--- src/rtl/reciprocal_pwl_pipe.sv ---
// reciprocal_pwl_pipe: 3-stage pipelined piecewise-linear reciprocal, 1/x ~= out_mant * 2^-(DATA_W+out_exp)
// Ports: clk, rst (async, active-high); in_valid/in_ready/in_data = operand handshake (unsigned x);
//        out_valid/out_ready = result handshake; out_mant = Q0.DATA_W mantissa; out_exp = MSB index of x;
//        out_dbz = x was zero (out_mant all-ones, out_exp 0).
module reciprocal_pwl_pipe #(
    parameter int DATA_W = 16,
    parameter int ROUND  = 0,
    localparam int EXP_W = $clog2(DATA_W)
) (
    input  logic              clk,
    input  logic              rst,
    input  logic              in_valid,
    output logic              in_ready,
    input  logic [DATA_W-1:0] in_data,
    output logic              out_valid,
    input  logic              out_ready,
    output logic [DATA_W-1:0] out_mant,
    output logic [EXP_W-1:0]  out_exp,
    output logic              out_dbz
);
    // S2 working format: 2 integer bits + DATA_W+3 fractional bits
    localparam int RW = DATA_W + 5;
    localparam logic [RW-1:0] C0 = RW'(51) << (DATA_W - 2);
    localparam logic [RW-1:0] C1 = RW'(9) << DATA_W;
    logic              w_adv;
    logic [EXP_W-1:0]  w_e;
    logic [DATA_W-1:0] w_m;
    logic [RW-1:0]     w_mx;
    logic [RW-1:0]     w_r;
    logic [DATA_W:0]   w_sum;
    logic [DATA_W-1:0] w_q;
    logic              r1_v;
    logic              r1_z;
    logic [DATA_W-1:0] r1_m;
    logic [EXP_W-1:0]  r1_e;
    logic              r2_v;
    logic              r2_z;
    logic [RW-3:0]     r2_r;
    logic [EXP_W-1:0]  r2_e;

    assign w_adv    = !out_valid || out_ready;
    assign in_ready = w_adv;

    always_comb begin
        w_e = '0;
        for (int i = 0; i < DATA_W; i++) if (in_data[i]) w_e = EXP_W'(i);
    end

    assign w_m  = in_data << (EXP_W'(DATA_W - 1) - w_e);
    // m widened so that the /16 shift still lands on whole bits
    assign w_mx = {1'b0, r1_m, 4'b0};
    assign w_r  = r1_m[DATA_W-2] ? C1 - (w_mx >> 2) - (w_mx >> 4)
                                 : C0 - (w_mx >> 1) - (w_mx >> 3);
    // r2_r keeps the top DATA_W+1 fractional bits: [DATA_W:1] result, [0] guard
    assign w_sum = {1'b0, r2_r[DATA_W:1]} + (DATA_W+1)'(ROUND != 0 && r2_r[0]);
    assign w_q   = (|r2_r[DATA_W+2:DATA_W+1] || w_sum[DATA_W]) ? '1 : w_sum[DATA_W-1:0];

    always_ff @(posedge clk or posedge rst) begin
        if (rst) begin
            r1_v      <= 1'b0;
            r1_z      <= 1'b0;
            r1_m      <= '0;
            r1_e      <= '0;
            r2_v      <= 1'b0;
            r2_z      <= 1'b0;
            r2_r      <= '0;
            r2_e      <= '0;
            out_valid <= 1'b0;
            out_dbz   <= 1'b0;
            out_mant  <= '0;
            out_exp   <= '0;
        end else if (w_adv) begin
            r1_v      <= in_valid;
            r1_z      <= in_data == '0;
            r1_m      <= w_m;
            r1_e      <= w_e;
            r2_v      <= r1_v;
            r2_z      <= r1_z;
            r2_r      <= (RW-2)'(w_r >> 2);
            r2_e      <= r1_e;
            out_valid <= r2_v;
            out_dbz   <= r2_z;
            out_mant  <= r2_z ? '1 : w_q;
            out_exp   <= r2_z ? '0 : r2_e;
        end
    end
endmodule

--- config.mk ---
export PLATFORM = sky130hd
export DESIGN_NAME = reciprocal_pwl_pipe
export DESIGN_NICKNAME = d
export VERILOG_FILES = /design/src/rtl/reciprocal_pwl_pipe.sv
export SDC_FILE = /design/constraint.sdc
export NUM_CORES = 1
export LEC_CHECK = 0
export ABC_AREA = 1
export BUFFER_PORTS_ARGS = -buffer_cell sky130_fd_sc_hd__buf_2
export CAP_MARGIN = 20
export CORE_MARGIN = 5
export CORE_UTILIZATION = 55
export DETAILED_ROUTE_END_ITERATION = 8
export PLACE_DENSITY = 0.74
export RECOVER_POWER = 50
export SLEW_MARGIN = 25
export SYNTH_ARGS = -nofsm -noshare
export SYNTH_HDL_FRONTEND = slang
export SYNTH_SLANG_ARGS = --single-unit
--- constraint.sdc ---
create_clock -name clk -period 3 [get_ports clk]
set_clock_uncertainty 0.1 [all_clocks]
set_input_delay 0.6 -clock clk [delete_from_list [all_inputs] [get_ports clk]]
set_output_delay 0.6 -clock clk [all_outputs]
set_load 0.02 [all_outputs]
# Word level (Yosys, flattened, before mapping)
# Index checks and enable logic that the tools add are counted.
# totals
output_inout_bits,23
input_bits,20
register_bits,69
elab_cells,41
# classes
muxes,19
n_addsub,5
n_reduce_logical,4
shifts,1
# ops
cell,count
$mux W4,10
$mux W16,2
$mux W21,1
$sub A20 B18 Y21 const A,1
$sub A20 B19 Y21 const A,1
$sub A21 B16 Y21,1
$sub A21 B17 Y21,1
$logic_not A16 Y1,1
$shl A16 B4 Y16,1
$mux W3,3
$mux W2,2
$sub A4 B4 Y4 const A,1
$reduce_or A2 Y1,1
$logic_not A1 Y1,1
$logic_or A1 B1 Y1,1
$mux W1,1

# Longest topological paths before layout
# logic_depth
depth_word,17
depth_mapped,22
depth_no_buf,22

# Worst setup path after synthesis
# OpenSTA, ideal clock, no wires.
# synth_timing
path_kind,register to register
startpoint,reg r1_m[1]
endpoint,reg r2_r[14]
t_required_ns,2.765
period_less_slack_ns,2.559
setup_slack_ns,0.441
arrival_ns,2.324
setup_time_ns,0.135
n_path_buf,1
path_stages_with_launch,14
path_cell_list,dfrtp_1 > inv_1 > ha_1 > ha_1 > clkbuf_2 > nand2_1 > nor2_1 > a21oi_1 > o21ai_2 > a21oi_1 > o21ai_1 > or2_2 > nand2_1 > a31oi_1
# synth_between
elab_chain_len,3
word_cells_on_any_way,5
cone_classes,4 x add/sub; 1 x mux
# synth_rtl
item,line_no,text
start: declaration,34,logic [DATA_W-1:0] r1_m;
start signal: assignment,75,r1_m <= w_m;
$sub A20 B19 Y21 / $sub A20 B18 Y21 (equally long branches),"53, 52",
$sub A21 B17 Y21 / $sub A21 B16 Y21 (equally long branches),"53, 52",
$mux W21 (*),52,assign w_r = r1_m[DATA_W-2] ? C1 - (w_mx >> 2) - (w_mx >> 4)
end signal: assignment,79,r2_r <= (RW-2)'(w_r >> 2);
end: declaration,38,logic [RW-3:0] r2_r;
# Mark *: on every way between the ends. The rest lies on a longest branch, timed or not.
# A chain may end at the register's enable or synchronous reset.

# Final worst setup path
# layout_timing
startpoint,reg r1_m[3]
endpoint,reg r2_r[14]
# The elaborated chain is that of the path after synthesis.

==> results.md <==
- Mapped Cells: 712
- Fin. max-slew vios: 0
- Setup TNS: 0 ns
- Placed instance area: 5330 µm²
- # IOs: 43
- Worst-Margin Slew: 1.06 ns
- Maximum clock frequency: 362 MHz
- Gpl congestion: 0.958
- Initial DRC count: 285
- Nets: 811
- Hold Vio Cnt, Final: 0
- Clock Sinks: 67
- Maximum root-to-sink buffer count: 2
- Clk_lat worst skew: 0.35 ns
- First-pass GRT wire length: 22.6 mm
- TritonCTS Buffers: 9
- Number of global-route vias before repair: 4,777
- Worst-path clk slew: 0.09 ns
- Synthesis-stage register bit count: 67
- Post-synth EDFFs: 0
- Syn_area_per_cell: 7.04 µm²
- Initial antenna violation count: 0
- Ant diodes: 0
- Most frequent cells in the layout: nand2_1 (142), inv_1 (93), nand3_1 (74)
- Vias per Instance: 5.63
- Crit path time final: 2.76 ns
- Share of post-route cells with drive strength above 1: 14.2%
- RSZ-0062 raised after global routing: false
- Outcome: completed
- MaxCap Viol Count: 0
- Final setup fails: 0
- Critical Path RT: 3.14 ns
- Post-synth net total: 770
- Antenna viol nets, final: 0
- Seq/Total Area, Yosys: 33.5%
- # H-tree levels: 3
- Detailed placement HPWL: 10.2 mm
- Data arrival, critical path: 2.90 ns
- # rows: 34
- Tcrit/Tclk final: 92.0%
- Buffers on Ports: 42
- Commonest non-fill, non-tap cell in the layout: nand2_1
- Crit end category: flip-flop
- Worst hold path class: in -> async
- Die Ht: 105 µm
- Setup WS pre-CTS: 0.214 ns
- Root Buffer: clkbuf_8
- Yosys top cell area share: 33.5%
- Residual DRC: 0
- Pwr Density: 1050 nW/µm²
- Area Growth Syn to Fin: 10.7%
- Post-CTS Hold Fix Bufs: 0
- Avg WL per Cell: 15.4 µm
- Startpoint types: flip-flop
- Cell Area, Synth: 5010 µm²
- Fraction of registers with async set/reset: 100%
- Netlist cell types: 40
- CTS tree: yes
- Primary FF master, synth: dfrtp_1
- CP Max Fanout: 6
- Final worst slack: 0.241 ns
- Die width: 105 µm
- Warnings from Yosys: 0
- Peak VDD IR: 431 µV
- Total routed wirelength: 13.3 mm
- Fin area: 5550 µm²
- GRT overflow: 0
- First-pass DRT Iterations: 5
- Leakage: 2.87 nW
- Die area: 11,100 µm²
- Crit path kind: reg -> reg
- Max transition margin: 29.4%
- Core footprint: 8810 µm²
- Routed vias: 4,877
- Yosys top cell by area: dfrtp_1
- Largest net degree at the start of global routing: 50
- Initial Utilization: 56.9%
- Synth area leaders: dfrtp_1 (33%), nand2_1 (11%), ha_1 (9.5%)
- Total GRT Usage: 24.5%
## logic make-up (layout without fill, tap and decap cells)
| family | Yosys count | after routing | share of synthesized area [%] |
|---|---|---|---|
| buffers and inverters | 120 | 166 | 9.67 |
| AND/OR/NAND/NOR | 320 | 320 | 28.2 |
| flip-flops | 67 | 67 | 33.5 |
| adder cells (fa/ha/maj) | 38 | 38 | 9.49 |
| XOR/XNOR | 3 | 3 | 0.525 |
| AO/OA/AOI/OAI | 164 | 164 | 18.6 |
## critical path, stage by stage, from the launching register on
cell     delay, ns
dfrtp_1       0.37
inv_1         0.12
ha_1          0.26
ha_1          0.40
nand2_1       0.17
inv_1         0.06
nand2_1       0.06
nand2_1       0.08
a21oi_2       0.18
o21ai_2       0.09
a21oi_1       0.22
o21ai_1       0.12
or2_2         0.28
nand2_1       0.07
a31oi_1       0.06
## flip-flops by register name (all words and copies together), names as in the netlist
name	cells
r2_r	17
out_mant	16
r1_m	16
out_exp	4
r1_e	4
r2_e	4
out_dbz	1
out_valid	1
r1_v	1
r1_z	1
r2_v	1
r2_z	1
## synthesized netlist by cell type (3+ instances only)
cell type  instances
a22o_1             3
xor2_1             3
o21ai_1           13
o21ai_2            7
dfrtp_1           67
inv_1             92
clkbuf_1          18
a31oi_1           15
nand3_2            7
nand4_1            5
nor2_1            71
nand3_1           74
o211ai_1           3
nand2_1          142
nor3_1             3
a21oi_2            3
nor4_1             4
nand2_2            7
o21ai_0           46
ha_1              38
a21oi_1           67
## power by group
group	leakage [nW]	total, mW	internal [mW]	switching (mW)
combinational	2.00	3.60	1.21	2.39
sequential	0.769	1.44	1.26	0.183
clock	0.0984	0.801	0.397	0.405
## through the flow
| stage | power, mW | utilization [%] | hold WS [ns] | cells |
|---|---|---|---|---|
| 6_report | 5.84 | 63.0 | 0.277 | 866 |
| 5_1_grt | 6.37 | 63.0 | 0.346 | 866 |
| 4_1_cts | 5.80 | 62.9 | 0.144 | 866 |
| 3_5_place_dp | 4.98 | 60.6 | 0.373 | 850 |
| 3_3_place_gp | 4.92 | 60.6 | 0.351 | 850 |
| 2_1_floorplan | 4.04 | - | 0.340 | 712 |
## cell type report
| type | count | area [µm²] |
|---|---|---|
| inverter | 95 | 357 |
| timing repair buffer | 55 | 302 |
| sequential | 67 | 1680 |
| clock inverter | 7 | 82.6 |
| multi-input combinational | 525 | 2870 |
| tap | 108 | 135 |
| fill | 859 | 3260 |
| clock buffer | 9 | 124 |
## what timing repair did
action,4_1_cts,5_1_grt
endpoints found under the setup margin,0,9
buffers inserted,0,0
gates resized for setup,0,5
## routing by layer
metal / GRT usage [%] / vias to the layer above / routed length [µm]
met5: 0 / - / 0
met4: 7.40 / 0 / 337
met3: 4.46 / 26 / 719
met2: 41.1 / 151 / 6390
met1: 32.3 / 2253 / 5900
li1: - / 2447 / -
## worst paths after layout
path / start / to / slack [ns] / depth (start not counted)
setup reg to reg: r1_m[3] / r2_r[14] / 0.24 / 14
max in group asynchronous: rst / out_mant[4] / 1.10 / 3
hold reg to reg: r1_e[2] / r2_e[2] / 0.39 / 2
hold / removal: rst / out_mant[11] / 0.28 / 2
setup / recovery: r1_m[3] / r2_r[14] / 0.24 / 14
min in group clk: r1_e[2] / r2_e[2] / 0.39 / 2
No activity file was read; power rests on OpenSTA's default activity.
